### src/rtl/mesh_term_rx_if.sv
// Router-terminal pending/pop handshake plus local FIFO consumer port for mesh_term_rx.
// master = environment (router + consumer), slave = the receive endpoint.
interface mesh_term_rx_if #(
  parameter int pckg_sz   = 40,
  parameter int deep_fifo = 8
);
  logic                       pndng_in;
  logic [pckg_sz-1:0]         data_in;
  logic                       pop;
  logic                       pndng_out;
  logic [pckg_sz-1:0]         data_out;
  logic                       pop_out;
  logic                       full;
  logic [$clog2(deep_fifo):0] count;
  logic [15:0]                rx_cnt;
  logic [15:0]                drop_cnt;

  modport master (
    output pndng_in, data_in, pop_out,
    input  pop, pndng_out, data_out, full, count, rx_cnt, drop_cnt
  );

  modport slave (
    input  pndng_in, data_in, pop_out,
    output pop, pndng_out, data_out, full, count, rx_cnt, drop_cnt
  );
endinterface

### src/rtl/mesh_term_rx.sv
// Mesh terminal receive endpoint: drains router packets into a fall-through FIFO with rx/drop counters.
// Define MESH_TERM_RX_ID_CHECK_EN to drop packets whose destination differs from (id_row, id_col).
module mesh_term_rx #(
  parameter int         pckg_sz   = 40,
  parameter int         deep_fifo = 8,
  parameter logic [3:0] id_row    = 4'd1,
  parameter logic [3:0] id_col    = 4'd1
) (
  input logic           clk,
  input logic           reset,
  mesh_term_rx_if.slave bus
);
  localparam int ptr_w = $clog2(deep_fifo);
  localparam int cnt_w = ptr_w + 1;
  localparam logic [cnt_w-1:0] depth_c = cnt_w'(deep_fifo);

  typedef enum logic [1:0] {
    IDLE   = 2'd0,
    POP    = 2'd1,
    SETTLE = 2'd2
  } state_t;

  state_t             state_r;
  logic               pop_r;
  logic [pckg_sz-1:0] mem_r [deep_fifo];
  logic [ptr_w-1:0]   wr_ptr_r;
  logic [ptr_w-1:0]   rd_ptr_r;
  logic [cnt_w-1:0]   count_r;
  logic               full_r;
  logic               pndng_out_r;
  logic [15:0]        rx_cnt_r;
  logic               accept_s;
  logic               wr_en_s;
  logic               rd_en_s;
  logic [cnt_w-1:0]   count_nxt_s;

`ifdef MESH_TERM_RX_ID_CHECK_EN
  logic [3:0]  dest_row_s;
  logic [3:0]  dest_col_s;
  logic [15:0] drop_cnt_r;

  // Destination match against this terminal's address
  always_comb begin
    dest_row_s = bus.data_in[pckg_sz-9 -: 4];
    dest_col_s = bus.data_in[pckg_sz-13 -: 4];
    if ((dest_row_s == id_row) && (dest_col_s == id_col)) begin
      accept_s = 1'b1;
    end else begin
      accept_s = 1'b0;
    end
  end

  // Misrouted packet counter, saturating
  always_ff @(posedge clk) begin
    if (reset) begin
      drop_cnt_r <= 16'h0000;
    end else if ((state_r == POP) && !accept_s && (drop_cnt_r != 16'hFFFF)) begin
      drop_cnt_r <= drop_cnt_r + 16'h0001;
    end else begin
      drop_cnt_r <= drop_cnt_r;
    end
  end

  assign bus.drop_cnt = drop_cnt_r;
`else
  assign accept_s     = 1'b1;
  assign bus.drop_cnt = 16'h0000;
`endif

  // Write/read enables and next occupancy
  always_comb begin
    wr_en_s = 1'b0;
    if (state_r == POP) begin
      wr_en_s = accept_s;
    end else begin
      wr_en_s = 1'b0;
    end
    rd_en_s = bus.pop_out & pndng_out_r;
    case ({wr_en_s, rd_en_s})
      2'b10:   count_nxt_s = count_r + cnt_w'(1'b1);
      2'b01:   count_nxt_s = count_r - cnt_w'(1'b1);
      default: count_nxt_s = count_r;
    endcase
  end

  // Ingress FSM; pop is a registered decode of entering POP
  always_ff @(posedge clk) begin
    if (reset) begin
      state_r <= IDLE;
      pop_r   <= 1'b0;
    end else begin
      case (state_r)
        IDLE: begin
          if (bus.pndng_in && (count_r < depth_c)) begin
            state_r <= POP;
            pop_r   <= 1'b1;
          end else begin
            state_r <= IDLE;
            pop_r   <= 1'b0;
          end
        end
        POP: begin
          state_r <= SETTLE;
          pop_r   <= 1'b0;
        end
        SETTLE: begin
          state_r <= IDLE;
          pop_r   <= 1'b0;
        end
        default: begin
          state_r <= IDLE;
          pop_r   <= 1'b0;
        end
      endcase
    end
  end

  // Pointers, occupancy flags and accepted-packet counter
  always_ff @(posedge clk) begin
    if (reset) begin
      wr_ptr_r    <= {ptr_w{1'b0}};
      rd_ptr_r    <= {ptr_w{1'b0}};
      count_r     <= {cnt_w{1'b0}};
      full_r      <= 1'b0;
      pndng_out_r <= 1'b0;
      rx_cnt_r    <= 16'h0000;
    end else begin
      if (wr_en_s) begin
        wr_ptr_r <= wr_ptr_r + ptr_w'(1'b1);
        rx_cnt_r <= rx_cnt_r + 16'h0001;
      end else begin
        wr_ptr_r <= wr_ptr_r;
        rx_cnt_r <= rx_cnt_r;
      end
      if (rd_en_s) begin
        rd_ptr_r <= rd_ptr_r + ptr_w'(1'b1);
      end else begin
        rd_ptr_r <= rd_ptr_r;
      end
      count_r     <= count_nxt_s;
      full_r      <= (count_nxt_s == depth_c);
      pndng_out_r <= (count_nxt_s != {cnt_w{1'b0}});
    end
  end

  // Packet storage; contents are deliberately not reset
  always_ff @(posedge clk) begin
    if (wr_en_s && !reset) begin
      mem_r[wr_ptr_r] <= bus.data_in;
    end
  end

  assign bus.pop       = pop_r;
  assign bus.pndng_out = pndng_out_r;
  assign bus.data_out  = mem_r[rd_ptr_r];
  assign bus.full      = full_r;
  assign bus.count     = count_r;
  assign bus.rx_cnt    = rx_cnt_r;
endmodule
### src/flat_wrapper.sv
// flat-port wrapper written by rule: the top's interface ports become plain ports
module mesh_term_rx_flat 
#(
  parameter int         pckg_sz   = 40,
  parameter int         deep_fifo = 8,
  parameter logic [3:0] id_row    = 4'd1,
  parameter logic [3:0] id_col    = 4'd1
)
  (clk, reset, bus_pndng_in, bus_data_in, bus_pop_out, bus_pop, bus_pndng_out, bus_data_out, bus_full, bus_count, bus_rx_cnt, bus_drop_cnt);
  mesh_term_rx_if #(.pckg_sz(pckg_sz), .deep_fifo(deep_fifo)) bus_i ();
  input logic clk;
  input logic reset;
  input wire logic [$bits(bus_i.pndng_in)-1:0] bus_pndng_in;
  input wire logic [$bits(bus_i.data_in)-1:0] bus_data_in;
  input wire logic [$bits(bus_i.pop_out)-1:0] bus_pop_out;
  output wire logic [$bits(bus_i.pop)-1:0] bus_pop;
  output wire logic [$bits(bus_i.pndng_out)-1:0] bus_pndng_out;
  output wire logic [$bits(bus_i.data_out)-1:0] bus_data_out;
  output wire logic [$bits(bus_i.full)-1:0] bus_full;
  output wire logic [$bits(bus_i.count)-1:0] bus_count;
  output wire logic [$bits(bus_i.rx_cnt)-1:0] bus_rx_cnt;
  output wire logic [$bits(bus_i.drop_cnt)-1:0] bus_drop_cnt;
  assign bus_i.pndng_in = bus_pndng_in;
  assign bus_i.data_in = bus_data_in;
  assign bus_i.pop_out = bus_pop_out;
  assign bus_pop = bus_i.pop;
  assign bus_pndng_out = bus_i.pndng_out;
  assign bus_data_out = bus_i.data_out;
  assign bus_full = bus_i.full;
  assign bus_count = bus_i.count;
  assign bus_rx_cnt = bus_i.rx_cnt;
  assign bus_drop_cnt = bus_i.drop_cnt;
  mesh_term_rx #(.pckg_sz(pckg_sz), .deep_fifo(deep_fifo), .id_row(id_row), .id_col(id_col)) u_core (.clk(clk), .reset(reset), .bus(bus_i));
endmodule
### config.mk
export PLATFORM = sky130hd
export DESIGN_NAME = mesh_term_rx_flat
export DESIGN_NICKNAME = d
export VERILOG_FILES = /design/src/rtl/mesh_term_rx_if.sv /design/src/rtl/mesh_term_rx.sv /design/src/flat_wrapper.sv
export SDC_FILE = /design/constraint.sdc
export NUM_CORES = 1
export LEC_CHECK = 0
export ABC_AREA = 1
export CORE_MARGIN = 3
export CORE_UTILIZATION = 50
export CTS_BUF_LIST = sky130_fd_sc_hd__clkbuf_16
export DETAILED_ROUTE_END_ITERATION = 6
export GPL_TIMING_DRIVEN = 0
export HOLD_SLACK_MARGIN = 0.05
export PLACE_DENSITY = 0.79
export SETUP_SLACK_MARGIN = 0.05
export SYNTH_ARGS = -nofsm -noshare
export SYNTH_HDL_FRONTEND = slang
export SYNTH_SLANG_ARGS = --single-unit
### constraint.sdc
create_clock -name clk -period 4.42 [get_ports clk]
set_input_delay 1.105 -clock clk [delete_from_list [all_inputs] [get_ports clk]]
set_output_delay 1.105 -clock clk [all_outputs]
set_load 0.05 [all_outputs]
Yosys cells after proc, flatten, opt, wreduce, memory -nomap -nowiden
Memories as Yosys holds them, arrays and structs flattened. A register that Yosys moved wholly into a read port is not among the register bits.
Cells that the tools add are included.
{"block": "word_totals", "register_bits": 31, "latch_bits": 0, "ramBits": 320, "romBits": 0, "output_inout_bits": 79, "word_cells": 36, "n_memories": 1}
{"block": "op_classes", "add_sub_neg": 5, "mul": 0, "n_div": 0, "magnitude_cmp": 1, "eq_ne": 4, "n_shift": 0, "n_mux": 9, "n_bitwise": 2, "reduce_logical": 6}
{"memory": "u_core.mem_r", "depth": 8, "width": 40, "rd": 1, "rd_ports_with_merged_regs": 1, "write_ports": 1, "line_no": "mesh_term_rx.sv:25", "text": "logic [pckg_sz-1:0] mem_r [deep_fifo];"}
{"operator": "adder 16 x 1 -> 16 bit, second input constant", "count": 1}
{"operator": "one-hot mux 4 bit (2 select lines)", "count": 1}
{"operator": "adder 3 x 1 -> 3 bit, second input constant", "count": 2}
{"operator": "two-way mux 3 bit", "count": 2}
{"operator": "two-way mux 1 bit", "count": 5}
{"operator": "adder 4 x 1 -> 4 bit, second input constant", "count": 1}
{"operator": "equality test 2 x 1 -> 1 bit, second input constant", "count": 2}
{"operator": "equality test 4 bit, second input constant", "count": 1}
{"operator": "less-than comparator 4 bit, second input constant", "count": 1}
{"operator": "one-hot mux 2 bit (2 select lines)", "count": 1}
{"operator": "nonzero test 4 bit", "count": 1}
{"operator": "subtractor 4 x 1 -> 4 bit, second input constant", "count": 1}
{"operator": "equality test 2 bit, second input constant", "count": 1}
{"operator": "logical AND 1 bit", "count": 2}
{"operator": "logical NOT 2 bit", "count": 1}
{"operator": "OR reduction 2 bit", "count": 1}
{"operator": "AND 1 bit", "count": 1}
{"operator": "logical NOT 1 bit", "count": 1}
{"operator": "inverter 1 bit", "count": 1}

Depth between registers and ports, before layout
{"block": "logic_depth", "ltp_word": 5, "mapped_depth": 14}

Worst setup path before layout
Ideal clock, no wire load.
{"block": "synth_path", "path_kind": "in2reg", "from": "input port reset", "to": "memory u_core.mem_r[1][0], enable pin", "arrival_ns": 3.167, "required_time_ns": 3.983, "slack_ns": 0.816, "path_stages": 4, "cell_sequence": "clkbuf_1 -> nor2_1 -> nand2_1 -> nor2_1"}
{"block": "synth_via", "elab_chain_cells": 4}
{"item": "from (decl)", "line_no": "flat_wrapper.sv:12", "text": "input logic reset;"}
{"item": "logical NOT 1 bit", "line_no": "mesh_term_rx.sv:148", "text": "if (wr_en_s && !reset) begin"}
{"item": "logical AND 1 bit", "line_no": "mesh_term_rx.sv:148"}
{"item": "two-way mux 1 bit", "line_no": "mesh_term_rx.sv:148"}
{"item": "two-way mux 1 bit (implied by the code)", "line_no": "mesh_term_rx.sv:149", "text": "mem_r[wr_ptr_r] <= bus.data_in;"}
{"item": "to (decl)", "line_no": "mesh_term_rx.sv:25"}
Every way passes these cells.

==> run_results.csv <==
group,metric,value,unit
die,die-area,29900,um2
power_and_ir_drop,comb_power_share,27.6,%
route,drt_iter0_markers,1056,
sta,post-route-period-util,97.1,%
setup_path,path_buf_inv,5,
setup_path,reg2reg_slack,2.13,ns
clock_tree,tritoncts,"done",
layout,fillers,2010,
die,start_util,51.2,%
synthesis,netlist_area,13900,um2
route,drt-total-wl,31900,um
setup_path,end_kind,"output pin",
setup_path,cp_slowest_cell,"clkdlybuf4s50_1",
synthesis,synth_seq_cells,354,
power_and_ir_drop,clkPwrFrac,31.2,%
grt,antenna_found_initial,1,
route,dr.pass1.iters,5,
clock_tree,clock_latency,0.51,ns
route,antenna_left,0,
power_and_ir_drop,p_sw,2.99,mW
setup_path,crit_chain,"buf_2, clkinv_2, buf_4, clkbuf_1, o21ai_0, o22ai_1, nor2_1, a31oi_1, clkdlybuf4s50_1",
layout,post-route-util,62.1,%
sta,slew_viol_final,0,
synthesis,synth_cell_types,32,
clock_tree,clk_pin_slew,0.06,ns
layout,nets,1349,
synthesis,syn_inst,1133,
clock_tree,root_buffer,"clkbuf_16",
power_and_ir_drop,leakagePower,5.81,nW
power_and_ir_drop,powerDensity,541,nW/um2
setup_path,critPathTopFamily,"buffers and inverters",
clock_tree,clock_sinks,354,
power_and_ir_drop,total_power,9.13,mW
die,ioPinCount,123,
grt,grt_pass1_vias,9216,
setup_path,crit_path_max_fanout,10,
route,drc_errors,0,
layout,seq_area,10300,um2
setup_path,required,3.31,ns
setup_path,critPathKind,"flop to output pin",
clock_tree,cts_max_level,2,
power_and_ir_drop,p_int,6.14,mW
grt,track_usage,21.0,%
power_and_ir_drop,seq_power_share,41.2,%
place,gp_congestion,0.814,
place,portBuffers,105,
grt,gr-total-overflow,0,
route,via_per_inst,5.48,
synthesis,synth-edff-count,320,
sta,finalSetupViolCount,0,
setup_path,critPathMaxStageDelay,0.86,ns
power_and_ir_drop,vdd_drop_max,0.000270,V
clock_tree,clockBufferDepth,3,
route,vias,9276,
die,dieHeight,173,um
worst_hold_path,hold_path.class,"flop to flop",
synthesis,avgSynthCellArea,12.3,um2
sta,finalCriticalPeriod,4.29,ns
sta,tns,0,ns
flow_run,cap_viol_max_count,0,
place,dpl.hpwl,19700,um
synthesis,synthFlopType,"edfxtp_1",
layout,drive_gt1_share,8.77,%
sta,tightest_slew,0.779,ns
grt,grt_max_degree,28,
die,num_rows,60,
sta,fin_worst_skew,0.0161,ns
die,die_w,173,um
clock_tree,hold_buffers,0,
sta,rsz0062_at_grt,"false",
sta,hold_violations,0,
setup_path,cp.arrival,3.19,ns
sta,fmax,0.233,GHz
layout,n_antenna_cell,0,
power_and_ir_drop,p_sw_share,32.7,%
synthesis,async_flop_share,0,%
synthesis,yosys_warnings,0,
layout,multi_input_area,3230,um2
route,wl_per_cell,18.8,um
synthesis,synth.yosys.seq_area_share,73.9,%
setup_path,worst_setup_path_start_kind,"flop",
grt,grt_first_pass_wirelength,49600,um
sta,slew_headroom,47.9,%
die,core-area,27200,um2
clock_tree,cts_buffers,37,
status,status,"completed",
layout,area_delta_synth_final,21.2,%
## layout make-up
type	count	area share [%]
Sequential cell	354	61.0
Buffer	80	2.37
Clock buffer	38	5.64
Timing Repair Buffer	113	7.40
Clock inverter	23	0.964
Tap cell	372	2.76
Multi-Input combinational cell	682	19.2
Inverter	32	0.719
## placed cells by master, fill, tap and decap left out, types with 5 or more instances in the layout
cell type	instances
a21oi_1	15
a31oi_1	41
buf_12	6
buf_2	21
buf_4	17
clkbuf_1	36
clkbuf_16	38
clkdlybuf4s50_1	96
clkinv_1	7
conb_1	16
dfxtp_1	34
dlymetal6s2s_1	9
edfxtp_1	320
ha_1	5
inv_1	38
nand2_1	43
nand3_1	14
nor2_1	306
nor2_4	12
o21ai_0	168
o22ai_1	40
xor2_1	5
## power groups by stage
stage	Sequential (mW)	Combinational, mW	Clock, mW
CTS	3.76	2.52	2.88
global route	3.77	2.71	3.03
global placement	3.83	2.45	0
finish	3.76	2.52	2.85
detailed placement	3.83	2.51	0
floorplan	3.92	1.57	0
## synth_stat cells, types with 2 or more instances
cell / count / area, um2
edfxtp_1: 320 / 9610
nor2_1: 314 / 1180
o21ai_0: 168 / 841
nand2_1: 43 / 161
a31oi_1: 41 / 257
o22ai_1: 40 / 250
clkbuf_1: 37 / 139
dfxtp_1: 34 / 681
inv_1: 28 / 105
buf_2: 21 / 105
buf_4: 17 / 128
a21oi_1: 15 / 75.1
nand3_1: 14 / 70.1
ha_1: 5 / 62.6
xor2_1: 5 / 43.8
buf_1: 4 / 15.0
nand2_2: 4 / 25.0
nor2_4: 4 / 45.0
nor3_1: 3 / 15.0
inv_2: 2 / 7.51
o21a_1: 2 / 15.0
xnor2_1: 2 / 17.5
## routing by layer
metal	track usage, %	vias up	part of all wire [%]
li1	-	4354	-
met1	26.2	4385	38
met2	35.3	456	49
met3	5.49	79	10
met4	8.18	2	3.0
met5	0	-	0.041
## repair_timing
action | in CTS | in global routing
buffers inserted | 0 | 0
setup endpoints to repair | 0 | 13
gates resized for setup | 0 | 11
## worst paths after layout
check        depth (start not counted)                               to                             from
max                                  9                 bus_data_out[27]                             flop
min                                  2  u_core.wr_ptr_r[0]$_SDFFE_PP0P_  u_core.wr_ptr_r[0]$_SDFFE_PP0P_
max reg2reg                          6    u_core.mem_r[5][22]$_DFFE_PP_     u_core.state_r[0]$_SDFF_PP0_
min reg2reg                          2  u_core.wr_ptr_r[0]$_SDFFE_PP0P_  u_core.wr_ptr_r[0]$_SDFFE_PP0P_
## registers in the layout, indices dropped and copies added (netlist names), named ones only
register / cells
u_core.wr_ptr_r: 3
u_core.bus.full: 1
u_core.bus.rx_cnt: 16
u_core.bus.pndng_out: 1
u_core.bus.pop: 1
u_core.rd_ptr_r: 3
u_core.mem_r: 320
u_core.state_r: 2
u_core.bus.count: 4
## stage by stage
step / instances / hold slack [ns] / setup slack, ns / area (um2)
finish: 1694 / 0.500 / 0.129 / 16900
CTS: 1694 / 0.498 / 0.0614 / 16800
detailed placement: 1633 / 0.472 / 0.618 / 15700
floorplan: 1148 / 0.444 / 0.816 / 14000
global placement: 1625 / 0.451 / -0.606 / 15500
global route: 1694 / 0.528 / 0.0503 / 16900
## kinds of logic (layout without fill, tap and decap cells)
group	Yosys count	after routing	synth area share [%]
xor gates and xnor gates	7	7	0.440
and+or+nand+nor	387	387	11.1
AOI/OAI and AO/OA	267	267	10.4
adders and majority gates	5	5	0.449
buffers and inverters	112	286	3.73
DFF	354	354	73.9
other	1	16	0.0269
## worst reg2reg max path: stages (launching register included)
cell and delay [ns]:
dfxtp_1 0.39, nand2_2 0.12, buf_6 0.16, nor2_1 0.13, nand2_1 0.27, nor2_4 0.66, buf_16 0.26
No activity file was read; power rests on OpenSTA's default activity.
